$ cat src/rtl/map_row_prefetch_pkg.sv
// Shared types and derivations for the map row prefetcher.
// Geometry helpers, FSM encoding and the 2-bit wall-ID type.
package map_row_prefetch_pkg;

  localparam int unsigned POS_W  = 10;
  localparam int unsigned WALL_W = 2;

  typedef logic [WALL_W-1:0] wall_id_t;

  typedef enum logic [1:0] {
    ST_IDLE  = 2'd0,
    ST_FETCH = 2'd1,
    ST_READY = 2'd2
  } state_t;

  // Cells per map row.
  function automatic int unsigned map_width(input int unsigned wbits);
    return 32'd1 << wbits;
  endfunction

  // First line past the overlay window (one extra line so the last row is shown fully).
  function automatic int unsigned ovl_h(input int unsigned hbits, input int unsigned scale);
    return (32'd1 << (hbits + scale)) + 32'd1;
  endfunction

endpackage

$ cat src/rtl/map_row_prefetch_if.sv
// Map ROM handshake and overlay read port of the map row prefetcher.
// master = prefetcher side, slave = ROM arbiter / overlay side.
interface map_row_prefetch_if
  import map_row_prefetch_pkg::*;
#(
  parameter int unsigned MAP_WBITS = 4,
  parameter int unsigned MAP_HBITS = 4
) ();

  logic                 o_rom_req;
  logic                 i_rom_gnt;
  logic [MAP_WBITS-1:0] o_rom_col;
  logic [MAP_HBITS-1:0] o_rom_row;
  wall_id_t             i_rom_val;
  logic [MAP_WBITS-1:0] i_ovl_col;
  wall_id_t             o_ovl_val;
  logic                 o_ovl_valid;

  modport master (
    output o_rom_req, o_rom_col, o_rom_row, o_ovl_val, o_ovl_valid,
    input  i_rom_gnt, i_rom_val, i_ovl_col
  );

  modport slave (
    input  o_rom_req, o_rom_col, o_rom_row, o_ovl_val, o_ovl_valid,
    output i_rom_gnt, i_rom_val, i_ovl_col
  );

endinterface

$ cat src/rtl/map_row_prefetch_buffer.sv
// map_row_buffer: one map row of wall IDs with a single write port,
// a bulk load (row promote) and a combinational read mux.
module map_row_buffer
  import map_row_prefetch_pkg::*;
#(
  parameter  int unsigned MAP_WBITS = 4,
  localparam int unsigned MAP_WIDTH = 1 << MAP_WBITS
) (
  input  logic                          clk,
  input  logic                          rst_n,
  input  logic                          wr_en,
  input  logic [MAP_WBITS-1:0]          wr_addr,
  input  wall_id_t                      wr_data,
  input  logic                          load_en,
  input  wall_id_t [MAP_WIDTH-1:0]      load_row,
  input  logic [MAP_WBITS-1:0]          rd_addr,
  output wall_id_t                      rd_data,
  output wall_id_t [MAP_WIDTH-1:0]      row_o
);

  wall_id_t [MAP_WIDTH-1:0] mem_q, mem_d;

  // Bulk load wins over a single-cell write.
  always_comb begin
    mem_d = mem_q;
    if (load_en) begin
      mem_d = load_row;
    end else if (wr_en) begin
      mem_d[wr_addr] = wr_data;
    end
  end

  always_ff @(posedge clk or negedge rst_n) begin
    if (!rst_n) begin
      mem_q <= '0;
    end else begin
      mem_q <= mem_d;
    end
  end

  assign rd_data = mem_q[rd_addr];
  assign row_o   = mem_q;

endmodule

$ cat src/rtl/map_row_prefetch.sv
// Fetches next scanline's map row during hblank and promotes it at line start.
// Optional MAP_PREFETCH_STATS_EN adds o_miss_count (saturating aborted-fetch count).
module map_row_prefetch
  import map_row_prefetch_pkg::*;
#(
  parameter int unsigned H_VIEW    = 640,
  parameter int unsigned MAP_WBITS = 4,
  parameter int unsigned MAP_HBITS = 4,
  parameter int unsigned MAP_SCALE = 3
) (
  input  logic              clk,
  input  logic              reset_n,
  input  logic [POS_W-1:0]  hpos,
  input  logic [POS_W-1:0]  vpos,
  map_row_prefetch_if.master bus,
  output logic              o_busy
`ifdef MAP_PREFETCH_STATS_EN
  ,
  output logic [7:0]        o_miss_count
`endif
);

  localparam int unsigned          MAP_WIDTH  = map_width(MAP_WBITS);
  localparam int unsigned          OVL_H      = ovl_h(MAP_HBITS, MAP_SCALE);
  localparam logic [MAP_WBITS-1:0] LAST_COL   = MAP_WBITS'(MAP_WIDTH - 1);
  localparam logic [POS_W-1:0]     H_VIEW_POS = POS_W'(H_VIEW);

  state_t               state_q, state_d;
  logic [MAP_WBITS-1:0] col_q, col_d;
  logic [MAP_HBITS-1:0] fetch_tag_q, fetch_tag_d;
  logic [MAP_HBITS-1:0] disp_tag_q, disp_tag_d;
  logic                 ovl_valid_q, ovl_valid_d;
  logic                 rom_req_q, rom_req_d;
  logic                 busy_q, busy_d;

  logic                 fb_wr_en;
  logic                 promote;
  logic                 miss_ev;

  logic [POS_W-1:0]     nv;
  logic [MAP_HBITS-1:0] target_row;
  logic                 line_start;
  logic                 hblank_start;
  logic                 nv_in_map;
  logic                 line_past_map;

  assign nv            = vpos + POS_W'(1);
  assign target_row    = nv[MAP_SCALE +: MAP_HBITS];
  assign line_start    = (hpos == '0);
  assign hblank_start  = (hpos == H_VIEW_POS);
  assign nv_in_map     = (32'(nv) < OVL_H);
  assign line_past_map = (32'(vpos) >= OVL_H);

  // Next-state and buffer control; line start outranks any grant in the same cycle.
  always_comb begin
    state_d     = state_q;
    col_d       = col_q;
    fetch_tag_d = fetch_tag_q;
    disp_tag_d  = disp_tag_q;
    ovl_valid_d = ovl_valid_q;
    fb_wr_en    = 1'b0;
    promote     = 1'b0;
    miss_ev     = 1'b0;

    unique case (state_q)
      ST_IDLE: begin
        if (line_start) begin
          if (line_past_map) begin
            ovl_valid_d = 1'b0;
          end
        end else if (hblank_start && nv_in_map &&
                     ((disp_tag_q != target_row) || !ovl_valid_q)) begin
          state_d     = ST_FETCH;
          fetch_tag_d = target_row;
          col_d       = '0;
        end
      end

      ST_FETCH: begin
        if (line_start) begin
          state_d     = ST_IDLE;
          ovl_valid_d = 1'b0;
          miss_ev     = 1'b1;
        end else if (bus.i_rom_gnt) begin
          fb_wr_en = 1'b1;
          if (col_q == LAST_COL) begin
            state_d = ST_READY;
          end else begin
            col_d = col_q + MAP_WBITS'(1);
          end
        end
      end

      ST_READY: begin
        if (line_start) begin
          state_d     = ST_IDLE;
          promote     = 1'b1;
          disp_tag_d  = fetch_tag_q;
          ovl_valid_d = 1'b1;
        end else if (hblank_start) begin
          // A stale, never-promoted row is thrown away.
          if (nv_in_map) begin
            state_d     = ST_FETCH;
            fetch_tag_d = target_row;
            col_d       = '0;
          end else begin
            state_d = ST_IDLE;
          end
        end
      end

      default: begin
        state_d = ST_IDLE;
      end
    endcase
  end

  assign rom_req_d = (state_d == ST_FETCH);
  assign busy_d    = (state_d != ST_IDLE);

  always_ff @(posedge clk or negedge reset_n) begin
    if (!reset_n) begin
      state_q     <= ST_IDLE;
      col_q       <= '0;
      fetch_tag_q <= '0;
      disp_tag_q  <= '0;
      ovl_valid_q <= 1'b0;
      rom_req_q   <= 1'b0;
      busy_q      <= 1'b0;
    end else begin
      state_q     <= state_d;
      col_q       <= col_d;
      fetch_tag_q <= fetch_tag_d;
      disp_tag_q  <= disp_tag_d;
      ovl_valid_q <= ovl_valid_d;
      rom_req_q   <= rom_req_d;
      busy_q      <= busy_d;
    end
  end

  wall_id_t [MAP_WIDTH-1:0] fetch_row;
  wall_id_t [MAP_WIDTH-1:0] disp_row_unused;
  wall_id_t                 fetch_rd_unused;
  wall_id_t                 disp_rd;

  map_row_buffer #(.MAP_WBITS(MAP_WBITS)) u_fetch_buf (
    .clk      (clk),
    .rst_n    (reset_n),
    .wr_en    (fb_wr_en),
    .wr_addr  (col_q),
    .wr_data  (bus.i_rom_val),
    .load_en  (1'b0),
    .load_row ('0),
    .rd_addr  (col_q),
    .rd_data  (fetch_rd_unused),
    .row_o    (fetch_row)
  );

  map_row_buffer #(.MAP_WBITS(MAP_WBITS)) u_disp_buf (
    .clk      (clk),
    .rst_n    (reset_n),
    .wr_en    (1'b0),
    .wr_addr  ('0),
    .wr_data  ('0),
    .load_en  (promote),
    .load_row (fetch_row),
    .rd_addr  (bus.i_ovl_col),
    .rd_data  (disp_rd),
    .row_o    (disp_row_unused)
  );

  assign bus.o_rom_req   = rom_req_q;
  assign bus.o_rom_col   = col_q;
  assign bus.o_rom_row   = fetch_tag_q;
  assign bus.o_ovl_valid = ovl_valid_q;
  assign bus.o_ovl_val   = ovl_valid_q ? disp_rd : '0;
  assign o_busy          = busy_q;

`ifdef MAP_PREFETCH_STATS_EN
  logic [7:0] miss_q, miss_d;

  // Saturating count of fetches starved past line start.
  always_comb begin
    miss_d = miss_q;
    if (miss_ev && (miss_q != 8'hFF)) begin
      miss_d = miss_q + 8'd1;
    end
  end

  always_ff @(posedge clk or negedge reset_n) begin
    if (!reset_n) begin
      miss_q <= '0;
    end else begin
      miss_q <= miss_d;
    end
  end

  assign o_miss_count = miss_q;
`else
  logic miss_unused;
  assign miss_unused = miss_ev;
`endif

endmodule

$ cat src/flat_wrapper.sv
// flat-port wrapper written by rule: the top's interface ports become plain ports
module map_row_prefetch_flat import map_row_prefetch_pkg::*;
#(
  parameter int unsigned H_VIEW    = 640,
  parameter int unsigned MAP_WBITS = 4,
  parameter int unsigned MAP_HBITS = 4,
  parameter int unsigned MAP_SCALE = 3
)
  (clk, reset_n, hpos, vpos, o_busy, bus_o_rom_req, bus_o_rom_col, bus_o_rom_row, bus_o_ovl_val, bus_o_ovl_valid, bus_i_rom_gnt, bus_i_rom_val, bus_i_ovl_col);
  map_row_prefetch_if #(.MAP_WBITS(MAP_WBITS), .MAP_HBITS(MAP_HBITS)) bus_i ();
  input  logic clk;
  input  logic reset_n;
  input  logic [POS_W-1:0] hpos;
  input  logic [POS_W-1:0] vpos;
  output logic o_busy;
  output wire logic [$bits(bus_i.o_rom_req)-1:0] bus_o_rom_req;
  output wire logic [$bits(bus_i.o_rom_col)-1:0] bus_o_rom_col;
  output wire logic [$bits(bus_i.o_rom_row)-1:0] bus_o_rom_row;
  output wire logic [$bits(bus_i.o_ovl_val)-1:0] bus_o_ovl_val;
  output wire logic [$bits(bus_i.o_ovl_valid)-1:0] bus_o_ovl_valid;
  input wire logic [$bits(bus_i.i_rom_gnt)-1:0] bus_i_rom_gnt;
  input wire logic [$bits(bus_i.i_rom_val)-1:0] bus_i_rom_val;
  input wire logic [$bits(bus_i.i_ovl_col)-1:0] bus_i_ovl_col;
  assign bus_o_rom_req = bus_i.o_rom_req;
  assign bus_o_rom_col = bus_i.o_rom_col;
  assign bus_o_rom_row = bus_i.o_rom_row;
  assign bus_o_ovl_val = bus_i.o_ovl_val;
  assign bus_o_ovl_valid = bus_i.o_ovl_valid;
  assign bus_i.i_rom_gnt = bus_i_rom_gnt;
  assign bus_i.i_rom_val = bus_i_rom_val;
  assign bus_i.i_ovl_col = bus_i_ovl_col;
  map_row_prefetch #(.H_VIEW(H_VIEW), .MAP_WBITS(MAP_WBITS), .MAP_HBITS(MAP_HBITS), .MAP_SCALE(MAP_SCALE)) u_core (.clk(clk), .reset_n(reset_n), .hpos(hpos), .vpos(vpos), .bus(bus_i), .o_busy(o_busy));
endmodule
$ cat config.mk
export PLATFORM = sky130hd
export DESIGN_NAME = map_row_prefetch_flat
export DESIGN_NICKNAME = d
export VERILOG_FILES = /design/src/rtl/map_row_prefetch_pkg.sv /design/src/rtl/map_row_prefetch_if.sv /design/src/rtl/map_row_prefetch_buffer.sv /design/src/rtl/map_row_prefetch.sv /design/src/flat_wrapper.sv
export SDC_FILE = /design/constraint.sdc
export NUM_CORES = 1
export LEC_CHECK = 0
export CAP_MARGIN = 0
export CORE_ASPECT_RATIO = 1.4
export CORE_UTILIZATION = 50
export CTS_CLUSTER_DIAMETER = 60
export DETAILED_ROUTE_END_ITERATION = 7
export PLACE_DENSITY = 0.69
export SYNTH_ARGS = -nofsm -noshare
export SYNTH_HDL_FRONTEND = slang
export SYNTH_HIERARCHICAL = 1
export SYNTH_SLANG_ARGS = --single-unit
$ cat constraint.sdc
create_clock -name clk -period 6.4 [get_ports clk]
set_input_delay 0.64 -clock clk [delete_from_list [all_inputs] [get_ports clk]]
set_output_delay 0.64 -clock clk [all_outputs]
set_load 0.01 [all_outputs]
# After elaboration in Yosys (flattened, before gate mapping)
# Index checks and enable logic that the tools add are counted.
# word_totals
ff_bits,81
in_bits,29
out_inout_bits,13
word_cells,118
# classes
add_sub_neg,2
order_cmp,5
eq_ne,18
muxes,40
reduce_logical,14
# ops
op,n
4-bit two-way mux,13
32-bit bitwise mux,1
2-bit two-way mux,10
2-bit by 1-bit inequality test with 1-bit output (second input constant),7
4-bit one-hot mux with 3 select lines,1
10-bit by 1-bit adder with 10-bit output (second input constant),1
10-bit equality test (second input constant),1
10-bit by 8-bit greater-or-equal comparator with 1-bit output (second input constant),1
10-bit logical NOT,1
10-bit by 8-bit < comparator with 1-bit output (second input constant),1
4-bit by 5-bit < comparator with 1-bit output (second input constant),2
1-bit two-way mux,10
2-bit inequality test (second input constant),5
9-bit AND reduction,1
2-bit binary-select mux with 4-bit select,1
2-bit demux with 4-bit select,1
4-bit one-hot mux with 2 select lines,1
2-bit one-hot mux with 3 select lines,1
6-bit AND reduction,1
5-bit AND reduction,1
4-bit by 1-bit adder with 4-bit output (second input constant),1
2-bit by 1-bit equality test with 1-bit output (second input constant),2
4-bit equality test (second input constant),1
4-bit by 1-bit greater-or-equal comparator with 1-bit output (second input constant),1
other kinds (10),13

# Logic depth before layout (Yosys ltp)
# logic_depth
word_depth,8
depth_mapped,9
mapped_depth_nobuf,7

# Modules after synthesis
# Netlist, hierarchy kept.
# by_module_without_submodules
mod,instances,cells_per_inst,area_per_inst_um2,seq_area_each_um2
map_row_buffer,2,216,1898.1,800.8
map_row_prefetch,1,126,1088.5,425.4

# Worst setup path before layout
# Ideal clock, no wire load.
# synth_timing
path_kind,in2reg
startpoint,input hpos[5]
endpoint,register u_core.u_fetch_buf.mem_q (netlist bit u_core/u_fetch_buf/row_o[6])
t_arrival_ns,2.327
required_ns,6.272
path_slack_ns,3.945
path_stages,8
path_cell_list,or4_4 nor4_4 buf_2 nor2_1 and3_1 buf_2 nand3_1 a31oi_1
# synth_between
elab_chain_cells,3
# synth_lines
element,line,text
"start, declared",flat_wrapper.sv:13,input logic [POS_W-1:0] hpos;
10-bit logical NOT,map_row_prefetch.sv:49,assign line_start = (hpos == '0);
1-bit two-way mux,map_row_prefetch.sv:80,if (line_start) begin
1-bit two-way mux,map_row_prefetch.sv:65,unique case (state_q)
named net u_core.fb_wr_en,map_row_prefetch.sv:36,logic fb_wr_en;
"end signal, assigned",map_row_prefetch_buffer.sv:37,mem_q <= mem_d;
"end, declared",map_row_prefetch_buffer.sv:21,"wall_id_t [MAP_WIDTH-1:0] mem_q, mem_d;"
# The timed path passes the listed nets, and every way through them passes these cells.
# A chain may end at the register's enable or synchronous reset.

# Final worst setup path
# layout_timing
startpoint,input bus_i_ovl_col[0]
endpoint,output bus_o_ovl_val[0]
# layout_between
elab_chain_cells,3
# layout_lines
element,line,text
"start, declared",flat_wrapper.sv:23,input wire logic [$bits(bus_i.i_ovl_col)-1:0] bus_i_ovl_col;
2-bit binary-select mux with 4-bit select,map_row_prefetch_buffer.sv:41,assign rd_data = mem_q[rd_addr];
2-bit two-way mux (implied by the code),map_row_prefetch_buffer.sv:41,
named net u_core.disp_rd[0],map_row_prefetch.sv:144,wall_id_t disp_rd;
2-bit two-way mux,map_row_prefetch.sv:176,assign bus.o_ovl_val = ovl_valid_q ? disp_rd : '0;
"end, declared",flat_wrapper.sv:19,output wire logic [$bits(bus_i.o_ovl_val)-1:0] bus_o_ovl_val;
# The timed path passes the listed nets, and every way through them passes these cells. The select of a mux whose other input is x is not followed.

==> metrics.md <==
| Metric | Value |
|---|---|
| Clock Tree Buf Depth | 2 |
| Synthesized area per cell | 8.60 sq um |
| FMAX | 279 MHz |
| Total GRT Usage | 0.260 |
| CTS root buffer | clkbuf_16 |
| # IOs | 42 |
| Max IR drop VDD | 0.000223 V |
| DRT Pass-1 Iters | 5 |
| Max Slew Vio Count | 0 |
| Die width | 83.2 um |
| Initial Util | 0.514 |
| Vias post-DR | 4,291 |
| Startpoint types | input port |
| Synthesized area | 4620 sq um |
| Setup Buffers After CTS | 0 |
| Area Overhead vs Synth | 20.1% |
| Post-route cell area | 5550 sq um |
| Synth Warn # | 6 |
| Starting DRC count in detailed routing | 324 |
| Sinks on Clock Net | 81 |
| Post-CTS Resized | 0 |
| Fin. Hold Viols | 0 |
| Crit path time final | 3.59 ns |
| Post-route DRC violation count | 0 |
| Non-Filler Instances | 733 |
| H-tree level count | 3 |
| Final net count | 651 |
| # rows | 41 |
| Max FO, Critical Path | 8 |
| Cell total after placement | 717 |
| Final period util | 0.561 |
| CP arrival | 2.95 ns |
| CP endpoint kind | output pin |
| Final hold slack | 0.458 ns |
| Layout cells sized above 1 | 0.0543 |
| Setup Viol. Count Final | 0 |
| Vias in the first global route | 3,998 |
| ANT nets after route | 0 |
| Reg2reg start | u_core/state_q[0] |
| Reg clk slew, reported paths | 0.06 ns |
| First-pass GRT wire length | 19.8 mm |
| Initial antenna violation count | 0 |
| Post-CTS Hold Buffers | 0 |
| CP Data Required Time | 5.76 ns |
| Status | finished, final reports clean |
| Slew HR | 0.301 |
| Die area | 9620 sq um |
| Critical path class | input port to output pin |
| Core Box Area | 8980 sq um |
| Static leakage | 2.28 nW |
| Antenna diode count | 0 |
| RD Place Congestion | 0.823 |
| Cell Area, Placed | 5260 sq um |
| Vias per Instance | 5.85 |
| Drt total wl | 12.0 mm |
| CTS tree | built |
| Min-delay worst type | input port to asynchronous set/reset pin |
| Clk_skew | 0.00642 ns |
| Worst R2R Path Depth | 7 |
| WL per Instance | 16.4 um |
| Worst Tran Pin Value | 1.05 ns |
| Clock Latency Late Sink | 0.33 ns |
| Detail Placement HPWL | 8.54 mm |
| Max Cap Violations | 0 |
| GR Overflow Total | 0 |
| Largest net degree at the start of global routing | 82 |
| Reg2reg end | u_core/u_fetch_buf/row_o[0] |
| Post-Syn Instances | 537 |
| R2R setup slack | 3.84 ns |
| Cell area power density | 286 nW/um^2 |
| Final setup TNS | 0 ns |
| Num CTS Buffers | 9 |
| IO buf count | 41 |
| Die H | 116 um |
| RSZ-0062 raised after global routing | false |
==> cell type report <==
cell class / instances / area (sq um)
timing repair buffer: 41 / 408
clock buffer: 13 / 250
sequential: 81 / 2030
inverter: 5 / 18.8
fill: 763 / 3430
clock inverter: 3 / 40.0
tap: 107 / 134
multi-input combinational: 483 / 2670
==> layer usage <==
metal | share of wire | GRT usage | vias to the layer above
met5 | 0 | 0 | -
met4 | 0.016 | 0.0736 | 0
met3 | 0.046 | 0.0406 | 14
met2 | 0.53 | 0.478 | 175
met1 | 0.41 | 0.318 | 2037
li1 | - | - | 2065
==> state kept, by name, summed over array words and instances (netlist names) <==
| signal | cells |
|---|---|
| u_core/u_disp_buf/row_o | 32 |
| u_core/o_busy | 1 |
| u_core/bus.o_rom_col | 4 |
| u_core/u_fetch_buf/row_o | 32 |
| u_core/state_q | 2 |
| u_core/bus.o_rom_row | 4 |
| u_core/disp_tag_q | 4 |
| u_core/bus.o_rom_req | 1 |
| u_core/bus.o_ovl_valid | 1 |
==> per-stage QoR <==
step	setup slack, ns	total power [W]	util
floorplan	3.95	0.000937	-
CTS	2.78	0.00158	0.618
detailed placement	2.66	0.00108	0.585
global route	2.66	0.00168	0.618
finish	2.81	0.00158	0.618
global placement	2.78	0.00106	0.585
==> layout by cell type (no fill, tap or decap), drive strengths merged, types with 6 or more instances in the layout <==
cell type,count
dfrtp,81
nor2,79
nand3,75
conb,75
o21ai,70
a31oi,64
clkdlybuf4s50,40
nand2,25
clkbuf,13
a21oi,8
mux4,8
nor2b,7
xnor2,6
==> worst max-delay path: stages <==
cell and delay (ns):
clkdlybuf4s50_1 0.81, mux4_2 0.58, a22oi_1 0.18, nand3_1 0.10, and2_1 0.16, clkdlybuf4s50_1 0.47
==> where the power goes <==
group | switching [W] | internal, W
registers | 0.0000903 | 0.000598
clock network | 0.000190 | 0.000312
logic | 0.000220 | 0.000174
==> worst max path at each step <==
stage | from | slack, ns | endpoint | cells past startpoint
floorplan | hpos[5] | 3.95 | u_core/u_fetch_buf/row_o[6] | 8
global placement | hpos[5] | 2.78 | u_core/u_disp_buf/row_o[0] | 8
detailed placement | hpos[5] | 2.66 | u_core/u_disp_buf/row_o[30] | 8
CTS | bus_i_ovl_col[0] | 2.78 | bus_o_ovl_val[0] | 6
global route | bus_i_ovl_col[0] | 2.66 | bus_o_ovl_val[0] | 6
finish | bus_i_ovl_col[0] | 2.81 | bus_o_ovl_val[0] | 6
(Power assumes the default switching activity.)
